==> config.mk <==
export PLATFORM = sky130hd
export DESIGN_NAME = bmc_word_fifo
export DESIGN_NICKNAME = d
export VERILOG_FILES = /design/src/rtl/bmc_word_fifo.sv
export SDC_FILE = /design/constraint.sdc
export NUM_CORES = 1
export LEC_CHECK = 0
export BUFFER_PORTS_ARGS = -buffer_cell sky130_fd_sc_hd__buf_2
export CAP_MARGIN = 0
export CORE_UTILIZATION = 50
export CTS_CLUSTER_SIZE = 40
export DETAILED_ROUTE_END_ITERATION = 7
export PLACE_DENSITY = 0.67
export SYNTH_ARGS = -nofsm -noshare
export SYNTH_HDL_FRONTEND = slang
export SYNTH_SLANG_ARGS = --single-unit
==> constraint.sdc <==
create_clock -name clk_96MHz -period 6.4 [get_ports clk_96MHz]
set_clock_uncertainty 0.2 [all_clocks]
set_input_delay 0.32 -clock clk_96MHz [delete_from_list [all_inputs] [get_ports clk_96MHz]]
set_output_delay 0.32 -clock clk_96MHz [all_outputs]
set_load 0.02 [all_outputs]
==> src/rtl/bmc_word_fifo.sv <==
// Timestamped first-word-fall-through FIFO behind bmc_decoder; captures {ts, word} on strobe edges.
// Optional saturating drop counter when BMC_FIFO_DROP_COUNT_EN is defined.
module bmc_word_fifo #(
  parameter int unsigned bit_considered = 17,
  parameter int unsigned ts_width       = 24,
  parameter int unsigned depth_log2     = 4
) (
  input  logic                               clk_96MHz,
  input  logic                               reset,
  input  logic                               enabled,
  input  logic [bit_considered-1:0]          decoded_data,
  input  logic                               data_availible,
  input  logic [ts_width-1:0]                ts_last_data,
  input  logic                               rd_en,
  input  logic                               clear_overflow,
  output logic [ts_width+bit_considered-1:0] rd_data,
  output logic                               rd_valid,
  output logic [depth_log2:0]                fifo_count,
  output logic                               full,
  output logic                               overflow
`ifdef BMC_FIFO_DROP_COUNT_EN
  ,
  output logic [7:0]                         drop_count
`endif
);

  localparam int unsigned Depth  = 1 << depth_log2;
  localparam int unsigned EntryW = ts_width + bit_considered;
  localparam int unsigned PtrW   = depth_log2 + 1;
  localparam logic [PtrW-1:0] DepthCnt = PtrW'(Depth);

  logic [EntryW-1:0] mem_q [Depth];

  logic            da_q, da_d;
  logic [PtrW-1:0] wr_ptr_q, wr_ptr_d;
  logic [PtrW-1:0] rd_ptr_q, rd_ptr_d;
  logic [PtrW-1:0] count_q, count_d;
  logic            full_q, full_d;
  logic            valid_q, valid_d;
  logic            ovf_q, ovf_d;

  logic wr_req, do_wr, do_pop, drop;

  always_comb begin
    wr_req = data_availible & ~da_q & enabled;
    do_pop = rd_en & valid_q;
    // A pop frees the slot in the same cycle, so a full FIFO can still accept the write.
    do_wr  = wr_req & (~full_q | do_pop);
    drop   = wr_req & full_q & ~do_pop;

    da_d     = data_availible;
    wr_ptr_d = do_wr  ? wr_ptr_q + PtrW'(1) : wr_ptr_q;
    rd_ptr_d = do_pop ? rd_ptr_q + PtrW'(1) : rd_ptr_q;

    count_d = count_q;
    case ({do_wr, do_pop})
      2'b10:   count_d = count_q + PtrW'(1);
      2'b01:   count_d = count_q - PtrW'(1);
      default: count_d = count_q;
    endcase

    full_d  = (count_d == DepthCnt);
    valid_d = (count_d != '0);

    ovf_d = ovf_q;
    if (clear_overflow) ovf_d = 1'b0;
    if (drop)           ovf_d = 1'b1;
  end

  always_ff @(posedge clk_96MHz or posedge reset) begin
    if (reset) begin
      da_q     <= 1'b1;
      wr_ptr_q <= '0;
      rd_ptr_q <= '0;
      count_q  <= '0;
      full_q   <= 1'b0;
      valid_q  <= 1'b0;
      ovf_q    <= 1'b0;
    end else begin
      da_q     <= da_d;
      wr_ptr_q <= wr_ptr_d;
      rd_ptr_q <= rd_ptr_d;
      count_q  <= count_d;
      full_q   <= full_d;
      valid_q  <= valid_d;
      ovf_q    <= ovf_d;
    end
  end

  always_ff @(posedge clk_96MHz) begin
    if (do_wr) begin
      mem_q[wr_ptr_q[depth_log2-1:0]] <= {ts_last_data, decoded_data};
    end
  end

  // Masking with valid keeps rd_data at zero out of reset despite uninitialised memory.
  assign rd_data    = valid_q ? mem_q[rd_ptr_q[depth_log2-1:0]] : '0;
  assign rd_valid   = valid_q;
  assign fifo_count = count_q;
  assign full       = full_q;
  assign overflow   = ovf_q;

`ifdef BMC_FIFO_DROP_COUNT_EN
  logic [7:0] drop_cnt_q, drop_cnt_d;

  always_comb begin
    drop_cnt_d = drop_cnt_q;
    if (clear_overflow) drop_cnt_d = '0;
    if (drop && (drop_cnt_d != 8'hFF)) drop_cnt_d = drop_cnt_d + 8'd1;
  end

  always_ff @(posedge clk_96MHz or posedge reset) begin
    if (reset) begin
      drop_cnt_q <= '0;
    end else begin
      drop_cnt_q <= drop_cnt_d;
    end
  end

  assign drop_count = drop_cnt_q;
`endif

endmodule
==> results of run 1 <==
==> state kept, by name, indices dropped and copies added (netlist names) <==
name / cells
rd_ptr_q: 4
rd_valid: 1
wr_ptr_q: 4
full: 1
mem_q: 656
fifo_count: 5
da_q: 1
overflow: 1
==> layout by cell type, fill, tap and decap left out, drive strengths merged, types with 10 or more instances in the layout <==
cell         count
and2            42
edfxtp         656
inv             11
dfrtp           16
buf            119
clkbuf          80
bufinv          12
nand2           10
dlygate4sd3     46
mux4           205
nor2            14
clkinv          22
==> report_power, final <==
group	internal (mW)	switching (mW)	total, mW	leakage [nW]
clock network	2.44	1.61	4.05	1.10
logic	1.81	1.72	3.53	2.33
registers	4.99	0.403	5.39	6.10
==> stage by stage <==
| stage | hold slack [ns] | instances | setup slack (ns) | cell area (um^2) |
|---|---|---|---|---|
| final | 0.0944 | 1963 | 2.10 | 29900 |
| after floorplan | 0.0453 | 1061 | 1.55 | 25900 |
| after global routing | 0.118 | 1963 | 1.69 | 29900 |
| after global placement | 0.237 | 1795 | 2.17 | 27200 |
| after CTS | 0.0649 | 1963 | 1.98 | 29900 |
| after detailed placement | 0.239 | 1795 | 2.11 | 27200 |
==> worst max-delay path, stage by stage, from the launching register on <==
cell     delay (ns)
dfrtp_2        1.02
nand2_1        0.28
a21oi_1        0.62
inv_1          0.14
ha_1           0.35
xor2_1         0.20
ha_1           0.23
a21oi_1        0.17
xor2_1         0.19
nor2_1         0.07
xor2_1         0.17
or4_1          0.52
==> logic make-up (layout without fill, tap and decap cells) <==
family | after synthesis | count (layout)
AOI/OAI and AO/OA | 13 | 13
xor gates and xnor gates | 12 | 12
adders and majority gates | 8 | 8
buffers and inverters | 63 | 293
DFF | 673 | 673
muxes | 207 | 207
and+or+nand+nor | 85 | 85
==> path summary, 6_finish.rpt <==
kind,endpoint,slack (ns),cells after the start
worst min register to register,fifo_count[4],0.31,1
min in group asynchronous,rd_ptr_q[2],0.16,3
worst max register to register,rd_valid,2.10,11
max in group asynchronous,rd_ptr_q[1],5.35,3
worst max-delay path,rd_valid,2.10,11
worst min-delay path,wr_ptr_q[0],0.09,4
==> cell type report <==
cell class	count	share of cell area [%]
timing repair buffer	165	3.85
clock inverter	42	1.77
sequential	673	67.2
clock buffer	80	5.83
tap	672	2.81
inverter	6	0.0752
multi-input combinational	325	18.4
==> routing by layer <==
layer  global-route usage [%]  up-vias  share of wire, %
met2                     30.7      398                47
met1                     31.2     6226                44
met3                     4.05       73               7.0
li1                         -     4893                 -
met4                     5.79        2               1.7
met5                        0        -             0.027
==> what timing repair did <==
action | 4_1_cts | 5_1_grt
hold buffers | 46 | 0
setup endpoints to repair | 0 | 0
endpoints found under the hold margin | 675 | 0
==> reports/metrics.yaml, run 1 <==
max_freq_ghz: 0.232
routed_wl_um: 52100
setup_tns_ns: 0
die_h_um: 229
portBuffers: 95
cts_root_buf: "clkbuf_16"
via_per_inst: 5.91
synth_xor_xnor_area_share_pct: 0.407
cp-end-kind: "flip-flop"
path_clk_slew_ns: 0.06
fp.dieW_um: 229
cts_tree: "done"
startpoint: "rd_valid"
synthAdderAreaFrac_pct: 0.387
layout_min_cycle_time_ns: 4.30
post-route-period-util_pct: 67.2
synth.most_common_cell: "edfxtp_1"
run_status: "completed"
final_net_count: 1294
grt_pass1_vias: 12300
path_class: "reg2reg"
syn_area_mm2: 0.0259
fin_util_pct: 59.2
worstPathArrival_ns: 4.56
multi_input_area_mm2: 0.00552
place_congestion: 0.744
leakagePower_nw: 9.52
min_path_type: "in2reg"
n_antenna_cell: 0
vias: 11600
firstDrtPassIters: 5
grt_max_degree: 115
clock-sinks: 673
yosys-top-cells-area: "edfxtp_1 76%, mux4_2 18%, dfrtp_1 1.5%"
pin_count: 96
drive_above_1_share_pct: 34.3
cts_resized: 0
route.detailed.drc: 0
grt.overflow.total: 0
rsz0062_at_grt: "no"
ys_ff_latch: 673
register_area_mm2: 0.0201
hp-start: "enabled"
drv_cap: 0
netlist_top_cells_count: "656 x edfxtp_1, 205 x mux4_2, 42 x and2_1"
syn_nets: 1116
worst_pin_slew_ns: 1.07
clock_path_buffers: 3
worst_slew_margin_rel_pct: 28.9
crit_required_ns: 6.66
clk_latency_ns: 0.59
synthMuxAreaShare_pct: 17.9
synthArstFlopShare_pct: 2.53
yosysSeqAreaShare_pct: 77.8
hpwl_um: 28400
synth-compound-area-share_pct: 0.329
finalHoldViolCount: 0
critPathMaxFanout: 43
drtIter0Drc: 1150
synth_top_family_by_area: "multiplexers"
cts_max_level: 3
worst_setup_path_start_kind: "flip-flop"
fillers: 3507
postCtsSetupRepairBufs: 0
power_mw: 13.0
peakVddDrop_mv: 0.368
synth_flop_cell: "edfxtp_1"
postRouteAntennaNets: 0
die_area_mm2: 0.0526
synth_cells: 1061
synth_top_area_share_pct: 76.2
synthSimpleGateAreaFrac_pct: 1.84
grt_pass1_wl_um: 78600
antenna_found_initial: 2
synth.distinct_cells: 37
p_per_area_mw_per_mm2: 433
rr_startpoint: "rd_valid"
setup_viol: 0
routedWlPerCell_um: 26.5
ys_warn_count: 0
coreArea_mm2: 0.0506
start_util_pct: 51.1
cts-buffers-inserted: 68
synth.largest_area_cell: "edfxtp_1"
slew_violations: 0
synth_edf_count: 656
num_rows: 82
avgSynthCellArea_um2: 24.4
grtUsageTotal_pct: 20.5
syn_to_final_growth_pct: 15.8
(Power assumes the default switching activity.)
==> run 2: changes to the inputs <==
--- a/config.mk
+++ b/config.mk
@@ -5,6 +5,7 @@
 export SDC_FILE = /design/constraint.sdc
 export NUM_CORES = 1
 export LEC_CHECK = 0
+export ABC_AREA = 1
 export BUFFER_PORTS_ARGS = -buffer_cell sky130_fd_sc_hd__buf_2
 export CAP_MARGIN = 0
 export CORE_UTILIZATION = 50
==> constraint.sdc (replaced) <==
create_clock -name clk_96MHz -period 4.2 [get_ports clk_96MHz]
set_clock_uncertainty 0.2 [all_clocks]
set_input_delay 0.21 -clock clk_96MHz [delete_from_list [all_inputs] [get_ports clk_96MHz]]
set_output_delay 0.21 -clock clk_96MHz [all_outputs]
set_load 0.02 [all_outputs]
==> reports/metrics.yaml, run 2 <==
clock_path_buffers: 3  # unchanged
slew_violations: 0  # unchanged
synth_edf_count: 656  # unchanged
cts_tree: "done"
ys_warn_count: 0  # unchanged
place_area_mm2: 0.0279  # +2.6%
hpwl_um: 30700  # +8.2%
avgSynthCellArea_um2: 13.1  # -46%
cts_root_buf: "clkbuf_16"
grt_pass1_vias: 16400  # +34%
start_util_pct: 50.7  # -0.37 points
largest_reg_flops: 656  # unchanged
vias: 16900  # +46%
yosysSeqAreaShare_pct: 75.3  # -2.5 points
routed_wl_um: 62400  # +20%
clock-sinks: 673  # unchanged
clk_latency_ns: 0.61  # +0.02 ns
grtUsageTotal_pct: 23.5  # +2.9 points
yosys-top-cells-area: "edfxtp_1 74%, nor2_1 7.3%, o21ai_0 6.0%"
n_antenna_cell: 0  # unchanged
drtIter0Drc: 1840  # +60%
synth_top_area_share_pct: 73.7  # -2.5 points
synth_cells: 2038  # +92%
rsz0062_at_grt: "no"
route.detailed.drc: 0  # unchanged
place_congestion: 0.759  # +2.0%
synth.largest_area_cell: "edfxtp_1"
worst_slew_margin_rel_pct: 15.4  # -14 points
die_h_um: 233  # +1.7%
layout_commonest_cell: "edfxtp_1"
crit_required_ns: 3.79  # -2.87 ns
leakagePower_nw: 9.97  # +4.7%
ys_ff_latch: 673  # unchanged
min_path_type: "in2async"
syn_to_final_growth_pct: 14.6
routedWlPerCell_um: 21.6  # -19%
worst_setup_path_start_kind: "flip-flop"
synth_flop_cell: "edfxtp_1"
grt_pass1_wl_um: 95700  # +22%
antenna_found_initial: 0  # -2
p_per_area_mw_per_mm2: 683  # +58%
setup_viol: 0  # unchanged
cp-end-kind: "output port"
critPathMaxFanout: 43  # unchanged
final_area_mm2: 0.0306  # +2.3%
firstDrtPassIters: 5  # unchanged
cts-buffers-inserted: 70  # +2.9%
synth.most_common_cell: "edfxtp_1"
die_area_mm2: 0.0544  # +3.3%
num_rows: 84  # +2.4%
portBuffers: 95  # unchanged
max_freq_ghz: 0.263
pin_count: 96  # unchanged
final_net_count: 2205  # +70%
critPathSlowestCell: "dfrtp_4"
synthArstFlopShare_pct: 2.53  # unchanged
post-route-period-util_pct: 90.7
run_status: "completed"
setup_tns_ns: 0  # unchanged
cp_top_family: "buffers and inverters"
crit_buf_inv: 3  # +2
grt_max_degree: 249  # +120%
finalHoldViolCount: 0  # unchanged
worst_pin_slew_ns: 1.27  # +0.203 ns
via_per_inst: 5.85  # -0.91%
worstPathArrival_ns: 3.40  # -1.16 ns
layout_min_cycle_time_ns: 3.81
fp.dieW_um: 233  # +1.7%
path_clk_slew_ns: 0.06  # about the same
coreArea_mm2: 0.0527  # +4.1%
synth.distinct_cells: 27  # -27%
cts_max_level: 3  # unchanged
peakVddDrop_mv: 0.650  # +77%
path_class: "reg2out"
syn_nets: 2093  # +88%
postRouteAntennaNets: 0  # unchanged
syn_area_mm2: 0.0267  # +3.4%
max_stage_delay_ns: 0.74  # -0.28 ns
final_cell_mix: "656 x edfxtp_1, 501 x nor2_1, 321 x o21ai_0, 164 x o211ai_1, 95 x buf_2"
path_cells: "clkinv_2 > buf_4 > o211ai_1 > nand3_1 > a21oi_1 > buf_2"
drv_cap: 0  # unchanged
netlist_top_cells_count: "656 x edfxtp_1, 517 x nor2_1, 321 x o21ai_0"
grt.overflow.total: 0  # unchanged
drive_above_1_share_pct: 11.4  # -23 points
postCtsSetupRepairBufs: 0  # unchanged
[run 2: final cells by class]
type | instances | area, um^2
fill | 4013 | 22000
sequential | 673 | 20100
multi-input combinational | 1202 | 5960
clock buffer | 93 | 1940
timing repair buffer | 179 | 1340
tap | 688 | 861
clock inverter | 30 | 287
inverter | 24 | 100
[run 2: per-stage QoR]
| stage | utilization, % | worst slack [ns] | power, mW | hold WS (ns) | cells |
|---|---|---|---|---|---|
| floorplan | - | 0.712 | 12.8 | -0.0647 | 2038 |
| global placement | 53.0 | 1.05 | 14.9 | 0.127 | 2719 |
| detailed placement | 53.0 | 1.05 | 15.0 | 0.134 | 2719 |
| CTS | 58.2 | 0.394 | 21.0 | 0.0465 | 2889 |
| global route | 58.2 | 0.293 | 22.0 | 0.0890 | 2889 |
| finish | 58.2 | 0.392 | 20.9 | 0.0462 | 2889 |
[run 2: cell families after synthesis]
family	after synthesis	synth area share, %
AO/OA/AOI/OAI	540	11.7
XOR/XNOR	8	0.262
adder cells (fa/ha/maj)	8	0.375
buffers and inverters	163	2.82
flip-flops	673	75.3
AND/OR/NAND/NOR	646	9.55
[run 2: where the power goes]
group          leakage [nW]  internal (mW)  switching (mW)
clock network          1.09           3.56            2.47
logic                  2.79           2.11            4.99
registers              6.10           7.61           0.176
[run 2: routing by layer]
layer  GRT usage, %  up-vias  share of wire, %
li1               -     7750                 -
met1           33.3     8361                43
met2           37.1      690                48
met3           3.97      104               7.3
met4           7.41        0               2.2
met5              0        -                 0
[run 2: worst reg2reg max path: stages, from the launching register on]
cell	delay (ns)
dfrtp_1	0.38
nand2_1	0.15
a21oi_2	0.38
nand2_1	0.36
nor2_4	0.79
buf_4	0.43
[run 2: repair_timing]
action	CTS	global route
hold endpoints to repair	680	0
hold buffers	47	0
resized for setup	0	0
[run 2: path summary, 6_finish.rpt]
kind,start,endpoint,slack [ns],cells past startpoint
worst min-delay path,reset,wr_ptr_q[2],0.05,3
worst min register to register,fifo_count[4],fifo_count[4],0.34,2
max in group asynchronous,reset,rd_ptr_q[0],3.23,3
worst max-delay path,rd_ptr_q[2],rd_data[37],0.39,6
worst max register to register,rd_valid,mem_q[8][3],1.18,5
min in group clk_96MHz,data_availible,da_q,0.10,2
